<file path="config.mk">
export PLATFORM = sky130hd
export DESIGN_NAME = viterbi_traceback
export DESIGN_NICKNAME = d
export VERILOG_FILES = /design/src/rtl/viterbi_traceback.sv
export SDC_FILE = /design/constraint.sdc
export NUM_CORES = 2
export LEC_CHECK = 0
export CAP_MARGIN = 30
export CORE_ASPECT_RATIO = 0.8
export CORE_MARGIN = 8
export CORE_UTILIZATION = 55
export DETAILED_ROUTE_END_ITERATION = 8
export PLACE_DENSITY_LB_ADDON = 0.1
export SYNTH_ARGS = -nofsm -noshare
export SYNTH_HDL_FRONTEND = slang
export SYNTH_SLANG_ARGS = --single-unit
</file>
<file path="constraint.sdc">
create_clock -name clk -period 8.9 [get_ports clk]
set_input_delay 1.335 -clock clk [delete_from_list [all_inputs] [get_ports clk]]
set_output_delay 1.335 -clock clk [all_outputs]
set_load 0.02 [all_outputs]
</file>
<file path="src/rtl/viterbi_traceback.sv">
// Viterbi traceback: buffers TB_LEN survivor-decision vectors, then traces back
// from a start state and emits TB_LEN decoded bits. Macro: TB_ZERO_START_EN.
module viterbi_traceback #(
  parameter int unsigned K      = 7,
  parameter int unsigned TB_LEN = 32,
  localparam int unsigned NS    = 1 << (K - 1),
  localparam int unsigned SW    = K - 1,
  localparam int unsigned CW    = $clog2(TB_LEN)
) (
  input  logic              clk,
  input  logic              rst_n,
  input  logic              dec_valid,
  output logic              dec_ready,
  input  logic [NS-1:0]     decisions,
  input  logic              tb_start,
  input  logic [SW-1:0]     tb_start_state,
  output logic [TB_LEN-1:0] bit_out,
  output logic              done,
  output logic              tb_err
);

  typedef enum logic [1:0] {
    FILL  = 2'd0,
    FULL  = 2'd1,
    TRACE = 2'd2
  } state_e;

  state_e              state_q;
  logic [CW-1:0]       count_q;
  logic [CW-1:0]       rd_q;
  logic [CW-1:0]       idx_q;
  logic [SW-1:0]       st_q;
  logic [TB_LEN-1:0]   bit_out_q;
  logic                done_q;
  logic                tb_err_q;
  logic [NS-1:0]       mem_q [TB_LEN];
  logic [SW-1:0]       start_state_c;

  // Zero-tailed frames always terminate in state 0.
`ifdef TB_ZERO_START_EN
  assign start_state_c = '0;
`else
  assign start_state_c = tb_start_state;
`endif

  assign dec_ready = (state_q == FILL);
  assign bit_out   = bit_out_q;
  assign done      = done_q;
  assign tb_err    = tb_err_q;

  // Decision buffer: no reset, written only while filling.
  always_ff @(posedge clk) begin
    if (state_q == FILL && dec_valid) begin
      mem_q[count_q] <= decisions;
    end
  end

  always_ff @(posedge clk or negedge rst_n) begin
    if (!rst_n) begin
      state_q   <= FILL;
      count_q   <= '0;
      rd_q      <= '0;
      idx_q     <= '0;
      st_q      <= '0;
      bit_out_q <= '0;
      done_q    <= 1'b0;
      tb_err_q  <= 1'b0;
    end else begin
      done_q   <= 1'b0;
      tb_err_q <= 1'b0;
      case (state_q)
        FILL: begin
          if (dec_valid) begin
            if (count_q == CW'(TB_LEN - 1)) begin
              state_q <= FULL;
            end else begin
              count_q <= count_q + CW'(1);
            end
          end
          if (tb_start) begin
            tb_err_q <= 1'b1;
          end
        end
        FULL: begin
          if (tb_start) begin
            st_q    <= start_state_c;
            rd_q    <= CW'(TB_LEN - 1);
            idx_q   <= CW'(TB_LEN - 1);
            state_q <= TRACE;
          end
        end
        TRACE: begin
          // Newest step first: emit the state LSB, shift in the survivor bit.
          bit_out_q[idx_q] <= st_q[0];
          st_q             <= {mem_q[rd_q][st_q], st_q[SW-1:1]};
          rd_q             <= rd_q - CW'(1);
          idx_q            <= idx_q - CW'(1);
          if (idx_q == '0) begin
            done_q  <= 1'b1;
            count_q <= '0;
            state_q <= FILL;
          end
        end
        default: state_q <= FILL;
      endcase
    end
  end

endmodule

</file>
# Word level (Yosys, flattened, before mapping)
# Memories as Yosys holds them, arrays and structs flattened.
# Cells that the tools add are included.
[word_totals]
register_bits = 57
mem_bits_rw = 2048
output_inout_bits = 35
memories = 1
[memory_table]
columns = ["name", "depth", "word_bits", "read_ports", "rd_clocked_by_memory_dff", "write_ports", "line", "source"]
rows = [
  ["mem_q", 32, 64, 1, 0, 1, "36", "logic [NS-1:0] mem_q [TB_LEN];"],
]
[classes]
add_sub_neg = 3
order_cmp = 3
eq_ne = 8
n_mux = 25
reduce_logical = 9
[ops]
columns = ["operator", "count"]
rows = [
  ["$bwmux W32", 1],
  ["$pmux W5 S2", 3],
  ["$mux W5", 4],
  ["$pmux W6 S2", 1],
  ["$sub A5 B1 Y5 const B", 2],
  ["$mux W1", 8],
  ["$mux W2", 4],
  ["$ne A2 B2 Y1 const B", 4],
  ["$reduce_and A4 Y1", 2],
  ["$lt A6 B7 Y1 const B", 1],
  ["$bmux W1 S6", 1],
  ["$lt A5 B6 Y1 const B", 1],
  ["$mux W6", 1],
  ["$pmux W2 S3", 1],
  ["$add A5 B1 Y5 const B", 1],
  ["$demux W1 S5", 1],
  ["$eq A5 B5 Y1 const B", 1],
  ["$ge A5 B1 Y1 const B", 1],
  ["$logic_not A5 Y1", 1],
  ["$reduce_bool A2 Y1", 2],
  ["$eq A2 B1 Y1 const B", 1],
  ["$eq A2 B2 Y1 const B", 1],
  ["$logic_and A1 B1 Y1", 2],
  ["$logic_not A2 Y1", 1],
  ["2 further kinds", 2],
]

# Depth between registers and ports, before layout
[depth]
depth_word = 5
depth_mapped = 16

# Worst setup path before layout
# No wires, ideal clock.
[synth_path]
kind = "input-to-reg"
from = "input port dec_valid"
to = "memory mem_q[30][0] (netlist name) (enable)"
setup_ns = 0.487
t_arrival_ns = 4.383
t_required_ns = 8.413
slack_ns = 4.030
cell_stages = 3
n_path_buf = 0
path_cell_list = "and2_1 nand2_1 nor2_1"
[synth_between]
elab_chain_cells = 3
[synth_rtl]
columns = ["element", "line", "source"]
rows = [
  ["from (decl)", "12", "input logic dec_valid,"],
  ["$logic_and A1 B1 Y1", "53", "if (state_q == FILL && dec_valid) begin"],
  ["$mux W1", "53", ""],
  ["$mux W1 (not written as such)", "54", "mem_q[count_q] <= decisions;"],
  ["to (decl)", "36", ""],
]
# No other way between the ends.

# Worst setup path in the final report
[layout_path]
from = "register rd_q[4]"
to = "register st_q[5]"
[layout_between]
elab_chain_cells = 4
[layout_rtl]
columns = ["element", "line", "source"]
rows = [
  ["from (decl)", "30", "logic [CW-1:0] rd_q;"],
  ["from (signal assigned)", "87", "rd_q <= CW'(TB_LEN - 1);"],
  ["from (signal assigned)", "96", "rd_q <= rd_q - CW'(1);"],
  ["$mem_v2 Z32 W64", "-", ""],
  ["$bmux W1 S6", "95", "st_q <= {mem_q[rd_q][st_q], st_q[SW-1:1]};"],
  ["$mux W1 (not written as such)", "95", ""],
  ["$pmux W6 S2", "71", "case (state_q)"],
  ["to (signal assigned)", "86", "st_q <= start_state_c;"],
  ["to (signal assigned)", "95", ""],
  ["to (decl)", "32", "logic [SW-1:0] st_q;"],
]
# No other way between the ends. The select of a mux whose other input is x is not followed.
# A chain may end at the register's enable or synchronous reset.

==> flow_summary_export.csv <==
group,metric,value,unit
status,status,"complete, no violations",
cells_and_area,fin_cells,6227,
cts,ctsResizeCount,0,
cells_and_area,layout_commonest_cell,"edfxtp_1",
cts,clock-root-buffer,"clkbuf_16",
logic_synthesis,netlist_area,0.0828,mm2
place,dp.cells,5856,
pwr,peakVddDrop,0.194,mV
pwr,p_leak,31.9,nW
global_route,grt_pass1_vias,39700,
cts,cts_setup_buffers,0,
route,routed_wl,213000,um
route,detail-route-antenna-nets,0,
cts,cts_max_level,4,
timing,fin_skew,0.0305,ns
logic_synthesis,synth_edf_count,2048,
critical_path,r2r_start,"rd_q[4]$_DFFE_PN0P_",
logic_synthesis,yosysTopAreaCell,"edfxtp_1",
route,first_pass_iters,5,
place,dpl-instance-area,0.0861,mm2
floorplanning,die_area,0.163,mm2
timing,rsz0062_at_grt,"no",
cells_and_area,stdcell_area,0.0926,mm2
timing,fin_crit,5.06,ns
floorplanning,ios,109,
route,vias,40700,
global_route,grt_pass1_wl,302000,um
place,io_buffers,108,
place,gp_congestion,0.899,
critical_path,crit_path_end,"st_q[5]$_DFFE_PN0P_",
route,route.detailed.drc,0,
timing,maxSlewViolCount,0,
job,cap_violations,0,
global_route,grt_max_degree,124,
logic_synthesis,synth.distinct_cells,78,
critical_path,r2r_slack,3.84,ns
pwr,powerDensity,223,mW/mm2
logic_synthesis,syn-num-nets,3904,
critical_path,reg2reg_to,"st_q[5]$_DFFE_PN0P_",
timing,fmax,197,MHz
cells_and_area,synthToLayoutAreaGrowth,11.8,%
cts,insertion_delay,0.82,ns
logic_synthesis,synth_top_area_share,74.3,%
critical_path,worstSetupStartpointType,"register",
logic_synthesis,netlist_instances,3819,
critical_path,worstSetupEndpointType,"register",
timing,tns,0,ns
critical_path,critPathKind,"reg2reg",
timing,tightest_slew,1.03,ns
cts,clk_pin_slew,0.06,ns
global_route,grt_antenna_before_repair,14,
floorplanning,start_util,55.3,%
logic_synthesis,ys_seq_elements,2105,
logic_synthesis,synth.yosys.seq_area_share,76.0,%
cts,cts_tree,"yes",
cells_and_area,final_layout_size_suffix_gt1_share,17.9,%
critical_path,cp.arrival,5.78,ns
logic_synthesis,synth_ff_type,"edfxtp_1",
cts,cts_hold_buf,0,
cts,clock-sinks,2105,
floorplanning,num_rows,127,
place,hpwl,123000,um
cells_and_area,final_cell_mix,"2,048 x edfxtp_1, 254 x mux2i_1, 201 x clkbuf_16",
route,wl_per_cell,34.2,um
global_route,grt.total_usage,25.7,%
floorplanning,die_w,450,um
logic_synthesis,syn_area_per_cell,21.7,um2
route,drt_iter0_markers,5311,
logic_synthesis,ys_top_cells_by_area,"edfxtp_1 74%, mux4_1 6.1%, mux4_2 5.3%",
cts,clockBufferDepth,3,
critical_path,startpoint,"rd_q[4]$_DFFE_PN0P_",
critical_path,crit_path_max_fanout,42,
timing,hold_viol,0,
floorplanning,core,0.150,mm2
global_route,grt_remaining_overflow,0,
timing,min_period_over_period,56.9,%
pwr,total_power,0.0206,W
logic_synthesis,postSynth.asyncResetShare,2.71,%
cts,cts_buffers,195,
critical_path,reg2reg_depth,10,
cells_and_area,nFillCells,10500,
min_path,hp-class,"reg2reg",
timing,relSlewSlack,31.5,%
floorplanning,die_height,363,um
logic_synthesis,yosys_warnings,0,
cells_and_area,final_net_count,4153,
route,vias_per_cell,6.53,
timing,finalSetupViolCount,0,
critical_path,required,9.62,ns
[report_power, final]
part | switching (W) | total [W] | internal [W]
Clock | 0.00357 | 0.00807 | 0.00450
Sequential | 0.0000994 | 0.0114 | 0.0113
Combinational | 0.000818 | 0.00117 | 0.000355
[metrics by stage]
stage	utilization (%)	hold WS, ns	setup slack (ns)
2_1_floorplan	-	0.490	4.03
3_3_place_gp	57.1	0.491	3.74
3_5_place_dp	57.5	0.493	3.76
4_1_cts	61.6	0.506	3.98
5_1_grt	61.8	0.522	3.87
6_report	61.8	0.503	3.84
[Yosys cell counts (all sizes together), types with 4 or more instances]
library cell and count:
inv 10, nor3 28, a21oi 54, o22ai 36, nor2b 7, nand4 11
nor4 18, o31ai 5, a22o 45, a211oi 48, and3 7, a22oi 34
ha 11, and2 14, o21ai 29, nand3b 9, mux4 388, a211o 10
or4 4, dfrtp 57, edfxtp 2048, clkbuf 91, nor3b 4, nand2 91
nand3 43, o211ai 6, mux2i 254, o221ai 88, a2111oi 17, a31oi 8
buf 130, nor2 100, a221oi 12, or3b 4, mux2 55
[critical path, cell delays in order (launching register included)]
cell	delay, ns
dfrtp_2	0.65
buf_4	0.57
and2_4	0.68
buf_4	0.71
a22o_1	0.25
a211oi_1	0.07
nor4_1	0.52
o221ai_1	0.44
a211oi_1	0.68
a2111oi_4	0.06
a211oi_2	0.17
[sequential cells by signal, summed over array words and instances (netlist names)]
name,flops
mem_q,2048
tb_err,1
idx_q,5
done,1
state_q,2
st_q,6
bit_out,32
count_q,5
rd_q,5
[kinds of logic after synthesis]
| logic type | count (synthesis) | share of synthesized area (%) |
|---|---|---|
| simple gates | 355 | 2.07 |
| xor+xnor | 6 | 0.0635 |
| fa+ha+maj | 11 | 0.166 |
| buf+inv | 234 | 2.70 |
| compound gates | 411 | 3.75 |
| mux | 697 | 15.2 |
| flops | 2105 | 76.0 |
[cell type report]
class / instances / area [um2] / share of cell area [%]
repair buffers: 275 / 3020 / 3.27
flip-flops and latches: 2105 / 62900 / 68.0
well taps: 1999 / 2500 / 2.70
multi-input cells: 1480 / 17900 / 19.4
clock buffers: 255 / 5290 / 5.72
inverters: 11 / 41.3 / 0.0446
clock inverters: 97 / 831 / 0.898
diodes: 5 / 12.5 / 0.0135
[worst min path at each step]
| stage | start | end | slack (ns) | cells past startpoint |
|---|---|---|---|---|
| after floorplan | state_q[1]$_DFFE_PN0P_ | state_q[0]$_DFFE_PN0P_ | 0.49 | 1 |
| after global placement | bit_out[7]$_DFFE_PN0P_ | bit_out[7]$_DFFE_PN0P_ | 0.49 | 1 |
| after detailed placement | bit_out[2]$_DFFE_PN0P_ | bit_out[2]$_DFFE_PN0P_ | 0.49 | 1 |
| after CTS | bit_out[2]$_DFFE_PN0P_ | bit_out[2]$_DFFE_PN0P_ | 0.51 | 1 |
| after global routing | bit_out[7]$_DFFE_PN0P_ | bit_out[7]$_DFFE_PN0P_ | 0.52 | 1 |
| final | bit_out[7]$_DFFE_PN0P_ | bit_out[7]$_DFFE_PN0P_ | 0.50 | 1 |
[layer usage]
metal	track usage, %	part of all wire (%)	wire length, um
met4	5.82	2.1	4560
met1	38.7	43	91200
met3	7.90	11	23100
met5	0	0.0061	13
met2	37.6	44	94300
(Power assumes the default switching activity.)
